===== config.mk =====
export PLATFORM = sky130hd
export DESIGN_NAME = rect_bounce_ctl
export DESIGN_NICKNAME = d
export VERILOG_FILES = /design/src/rtl/rect_bounce_ctl.sv
export SDC_FILE = /design/constraint.sdc
export NUM_CORES = 1
export LEC_CHECK = 0
export ABC_AREA = 1
export BUFFER_PORTS_ARGS = -buffer_cell sky130_fd_sc_hd__buf_2
export CAP_MARGIN = 20
export CORE_MARGIN = 3
export CORE_UTILIZATION = 50
export CTS_BUF_LIST = sky130_fd_sc_hd__clkbuf_8
export CTS_CLUSTER_SIZE = 12
export DETAILED_ROUTE_END_ITERATION = 10
export PLACE_DENSITY = 0.73
export SLEW_MARGIN = 40
export SYNTH_ARGS = -nofsm -noshare
export SYNTH_HDL_FRONTEND = slang
export SYNTH_SLANG_ARGS = --single-unit

===== constraint.sdc =====
create_clock -name pclk -period 3.4 [get_ports pclk]
set_input_delay 1.02 -clock pclk [delete_from_list [all_inputs] [get_ports pclk]]
set_output_delay 1.02 -clock pclk [all_outputs]
set_load 0.01 [all_outputs]

===== src/rtl/rect_bounce_ctl.sv =====
// rtl/rect_bounce_ctl.sv - mouse-tracking rectangle position controller with gravity fall and damped floor bounce
module rect_bounce_ctl #(
    parameter int TICK_DIV   = 400_000,
    parameter int RECT_W     = 48,
    parameter int RECT_H     = 64,
    parameter int SCREEN_W   = 800,
    parameter int SCREEN_H   = 600,
    parameter int GRAVITY    = 1,
    parameter int VMAX       = 31,
    parameter int DAMP_SHIFT = 2,
    parameter int MIN_BOUNCE = 2
) (
    input  logic        pclk,
    input  logic        rst,
    input  logic        mouse_left,
    input  logic [11:0] mouse_xpos,
    input  logic [11:0] mouse_ypos,
    output logic [11:0] xpos,
    output logic [11:0] ypos,
    output logic        moving
);

    localparam int CNT_W = (TICK_DIV > 1) ? $clog2(TICK_DIV) : 1;
    localparam logic [CNT_W-1:0] CNT_LAST = CNT_W'(TICK_DIV - 1);
    localparam logic [11:0] XMAX    = 12'(SCREEN_W - RECT_W);
    localparam logic [11:0] FLOOR_Y = 12'(SCREEN_H - RECT_H);
    localparam logic [6:0]  GRAV7   = 7'(GRAVITY);
    localparam logic [6:0]  VMAX7   = 7'(VMAX);
    localparam logic [5:0]  GRAV6   = 6'(GRAVITY);
    localparam logic [5:0]  MINB6   = 6'(MIN_BOUNCE);

    typedef enum logic [1:0] {S_IDLE, S_FALL, S_RISE, S_REST} state_t;

    state_t           state_q, state_d;
    logic [5:0]       vel_q, vel_d;
    logic [CNT_W-1:0] cnt_q, cnt_d;
    logic             left_d_q, left_d_d;
    logic [11:0]      xpos_q, xpos_d;
    logic [11:0]      ypos_q, ypos_d;
    logic             moving_q, moving_d;

    logic        tick;
    logic        click;
    logic [6:0]  v1_sum;
    logic [5:0]  v1;
    logic [12:0] yn;
    logic [5:0]  vb;

    always_comb begin
        tick   = (cnt_q == CNT_LAST);
        click  = mouse_left & ~left_d_q;
        v1_sum = {1'b0, vel_q} + GRAV7;
        v1     = (v1_sum > VMAX7) ? VMAX7[5:0] : v1_sum[5:0];
        // 13-bit sum so a fast fall near the top of the 12-bit range still clamps
        yn     = {1'b0, ypos_q} + {7'd0, v1};
        vb     = v1 - (v1 >> DAMP_SHIFT);

        state_d  = state_q;
        vel_d    = vel_q;
        cnt_d    = tick ? '0 : cnt_q + 1'b1;
        left_d_d = mouse_left;
        xpos_d   = xpos_q;
        ypos_d   = ypos_q;

        case (state_q)
            S_IDLE: begin
                xpos_d = (mouse_xpos > XMAX) ? XMAX : mouse_xpos;
                ypos_d = (mouse_ypos > FLOOR_Y) ? FLOOR_Y : mouse_ypos;
                if (click) begin
                    state_d = S_FALL;
                    vel_d   = '0;
                    cnt_d   = '0;
                end
            end
            S_FALL: begin
                if (tick) begin
                    if (yn < {1'b0, FLOOR_Y}) begin
                        ypos_d = yn[11:0];
                        vel_d  = v1;
                    end else begin
                        ypos_d = FLOOR_Y;
                        if (vb < MINB6) begin
                            state_d = S_REST;
                            vel_d   = '0;
                        end else begin
                            state_d = S_RISE;
                            vel_d   = vb;
                        end
                    end
                end
            end
            S_RISE: begin
                if (tick) begin
                    ypos_d = (ypos_q > {6'd0, vel_q}) ? ypos_q - {6'd0, vel_q} : '0;
                    if (vel_q <= GRAV6) begin
                        vel_d   = '0;
                        state_d = S_FALL;
                    end else begin
                        vel_d = vel_q - GRAV6;
                    end
                end
            end
            S_REST: begin
                if (click) begin
                    state_d = S_IDLE;
                end
            end
            default: state_d = S_IDLE;
        endcase

        moving_d = (state_d == S_FALL) || (state_d == S_RISE);
    end

    always_ff @(posedge pclk or negedge rst) begin
        if (!rst) begin
            state_q  <= S_IDLE;
            vel_q    <= '0;
            cnt_q    <= '0;
            left_d_q <= 1'b0;
            xpos_q   <= '0;
            ypos_q   <= '0;
            moving_q <= 1'b0;
        end else begin
            state_q  <= state_d;
            vel_q    <= vel_d;
            cnt_q    <= cnt_d;
            left_d_q <= left_d_d;
            xpos_q   <= xpos_d;
            ypos_q   <= ypos_d;
            moving_q <= moving_d;
        end
    end

    assign xpos   = xpos_q;
    assign ypos   = ypos_q;
    assign moving = moving_q;

endmodule

==> out/summary.txt <==
Hold_buf cts -> 0
Ports -> 52
Placed instance area -> 4700 µm²
FF+latch count, synth -> 53
Row Count -> 32
Setup violation total in the final timing report -> 2
Mean Syn Cell Area -> 7.02 µm²
LEAKAGE -> 2.59 nW
Clock Root Buffer -> clkbuf_8
Die span in x -> 97.4 µm
Worst Hold Class -> reg -> reg
RSZ-0062 raised after global routing -> true
Crit-path max FO -> 7
Initial core utilization -> 52.7%
First-pass GRT wire length -> 18.4 mm
Core Region -> 7930 µm²
Gr usage total -> 23.2%
Cts bufs inserted -> 5
Layout Nets -> 736
Final instance area -> 5150 µm²
WL per Instance -> 14.6 µm
Ys async rst share -> 100%
Status -> finished with violations
Final worst path period share -> 100%
Avg Vias per Cell -> 5.40
H-Tree Depth -> 2
Skew-Pair Late Insertion Delay -> 0.31 ns
Detailed Routing Iterations Pass 1 -> 5
Gate Count Post-Synth -> 595
R2r setup slk -> -0.004 ns
DRT Wirelength -> 11.4 mm
CP required -> 3.64 ns
Pins Over Slew Limit -> 0
Fill cell count -> 700
Tightest Pin Transition -> 0.709 ns
Post-route ant nets -> 0
VDD IR max -> 0.522 mV
Critical path class -> reg -> reg
Delay-heaviest family, CP -> simple AND/OR/NAND/NOR gates
Area Overhead vs Synth -> 23.3%
Final antenna diode count -> 0
Most used cell, CP -> nand2_2
Clock slew at reported path FFs -> 0.10 ns
WHS -> 0.462 ns
Die H -> 97.4 µm
Post-detail-place hpwl -> 8.63 mm
Synthesis Warnings -> 0
1st-iter DRT viols -> 241
Register area share after synthesis -> 31.8%
Synth Net Count -> 653
Final worst clock skew -> 0.00837 ns
Setup TNS -> -0.00726 ns
CTS tree -> built
CTS Sinks -> 53
Layout cells sized above 1 -> 26.5%
Final hold vios -> 0
PortBufs -> 51
Min cycle time layout -> 3.40 ns
CP endpoint kind -> register
Synth cell types -> 46
Vias -> 4221
CP Launch Type -> register
P per Cell Area -> 941 nW/µm²
Initial antenna violation count -> 0
Number of synthesized flops with an enable pin -> 0
Largest net degree at the start of global routing -> 39
Mapped cell area -> 4170 µm²
F_max -> 294 MHz
Critical path arrival -> 3.64 ns
Dominant synthesized flop cell -> dfrtp_1
Drc violations -> 0
Failing checks -> negative setup slack
Max incr delay on CP -> 0.41 ns
RePlAce Congestion -> 0.936
Vias in the first global route -> 4037
Die Footprint -> 9480 µm²
Max Cap Viol -> 0
Final worst slack -> -0.00370 ns
Worst-path cell with the longest stage delay -> dfrtp_1
Bufs on Longest Clock Path -> 2
Buf/Inv on CP -> 3
Grt ovf -> 0
Normalized max-slew margin -> 52.3%
## cell families (layout without fill, tap and decap cells)
| group | Yosys count | in the layout | synth area share, % |
|---|---|---|---|
| AO/OA/AOI/OAI | 96 | 96 | 13.6 |
| buffers and inverters | 112 | 195 | 10.6 |
| adder cells (fa/ha/maj) | 31 | 31 | 9.83 |
| other | 2 | 2 | 0.180 |
| XOR/XNOR | 17 | 17 | 3.75 |
| flip-flops | 53 | 53 | 31.8 |
| AND/OR/NAND/NOR | 284 | 285 | 30.3 |
## layout by cell type, fill, tap and decap left out, drive strengths merged
master,netlist,layout
a211o,1,1
a211oi,2,2
a21boi,1,1
a21o,1,1
a21oi,33,33
a311oi,1,1
a31oi,5,5
and2,1,1
buf,4,83
bufinv,0,1
clkbuf,4,5
clkinv,1,2
conb,2,2
dfrtp,53,53
fa,3,3
ha,28,28
inv,103,104
nand2,139,139
nand3,50,50
nand3b,1,1
nand4,14,14
nor2,60,61
nor3,13,13
nor3b,1,1
nor4,4,4
o2111ai,3,3
o211ai,5,5
o21ai,40,40
o22ai,3,3
o41ai,1,1
or2,1,1
xnor2,6,6
xor2,11,11
## path summary, 6_finish.rpt
path,startpoint,endpoint,cells after the start
worst max-delay path,vel_q[1],vel_q[0],26
worst min-delay path,cnt_q[0],cnt_q[0],1
worst max register to register,vel_q[1],vel_q[0],26
worst min register to register,cnt_q[0],cnt_q[0],1
max in group asynchronous,rst,cnt_q[1],2
min in group asynchronous,rst,cnt_q[18],1
## where the power goes
| part | total (mW) | switching (mW) | internal, mW |
|---|---|---|---|
| clock | 0.452 | 0.230 | 0.221 |
| sequential | 0.970 | 0.188 | 0.783 |
| combinational | 3.42 | 2.04 | 1.38 |
## layout make-up
cell class | count | area, µm² | share of cell area, %
Sequential cell | 53 | 1330 | 25.8
Multi-Input combinational cell | 431 | 2690 | 52.2
Tap cell | 102 | 128 | 2.48
Timing Repair Buffer | 83 | 503 | 9.77
Inverter | 104 | 390 | 7.58
Clock inverter | 3 | 43.8 | 0.851
Clock buffer | 5 | 68.8 | 1.34
## state kept, by name (all words and copies together), names as in the netlist
register  flops
state_q       2
left_d_q      1
xpos         12
cnt_q        19
ypos         12
vel_q         6
moving        1
## what timing repair did
item,CTS,global route
setup buffers,1,5
gates resized for setup,11,60
setup endpoints to repair,18,19
cloned,1,0
pin swaps,4,24
## synth_stat cells (5+ instances only)
| master | instances | area, µm² |
|---|---|---|
| nand3_1 | 50 | 250 |
| dfrtp_1 | 53 | 1330 |
| nor2_2 | 5 | 31.3 |
| inv_1 | 97 | 364 |
| inv_2 | 6 | 22.5 |
| nor2_1 | 52 | 195 |
| ha_1 | 28 | 350 |
| a31oi_1 | 5 | 31.3 |
| o21ai_0 | 30 | 150 |
| nor3_1 | 13 | 65.1 |
| nand2_2 | 6 | 37.5 |
| nand2_1 | 133 | 499 |
| a21oi_1 | 30 | 150 |
| xor2_1 | 10 | 87.6 |
| o21ai_1 | 7 | 35.0 |
| xnor2_1 | 6 | 52.6 |
| nand4_1 | 13 | 81.3 |
## layer usage
| metal | vias up | share of wire, % | GRT usage [%] |
|---|---|---|---|
| met3 | 18 | 7.0 | 4.24 |
| li1 | 2090 | - | - |
| met4 | 0 | 1.2 | 6.50 |
| met1 | 1955 | 44 | 31.2 |
| met2 | 158 | 48 | 38.1 |
| met5 | - | 0 | 0 |
## through the flow
| step | setup slack, ns | util, % | power [mW] | std cells |
|---|---|---|---|---|
| 2_1_floorplan | 0.0789 | - | 2.98 | 595 |
| 3_3_place_gp | -0.0425 | 59.3 | 3.81 | 766 |
| 3_5_place_dp | -0.194 | 59.3 | 3.90 | 766 |
| 4_1_cts | 0.00442 | 61.5 | 4.46 | 776 |
| 5_1_grt | -0.209 | 64.9 | 5.25 | 781 |
| 6_report | -0.00370 | 64.9 | 4.84 | 781 |
(Power assumes the default switching activity.)
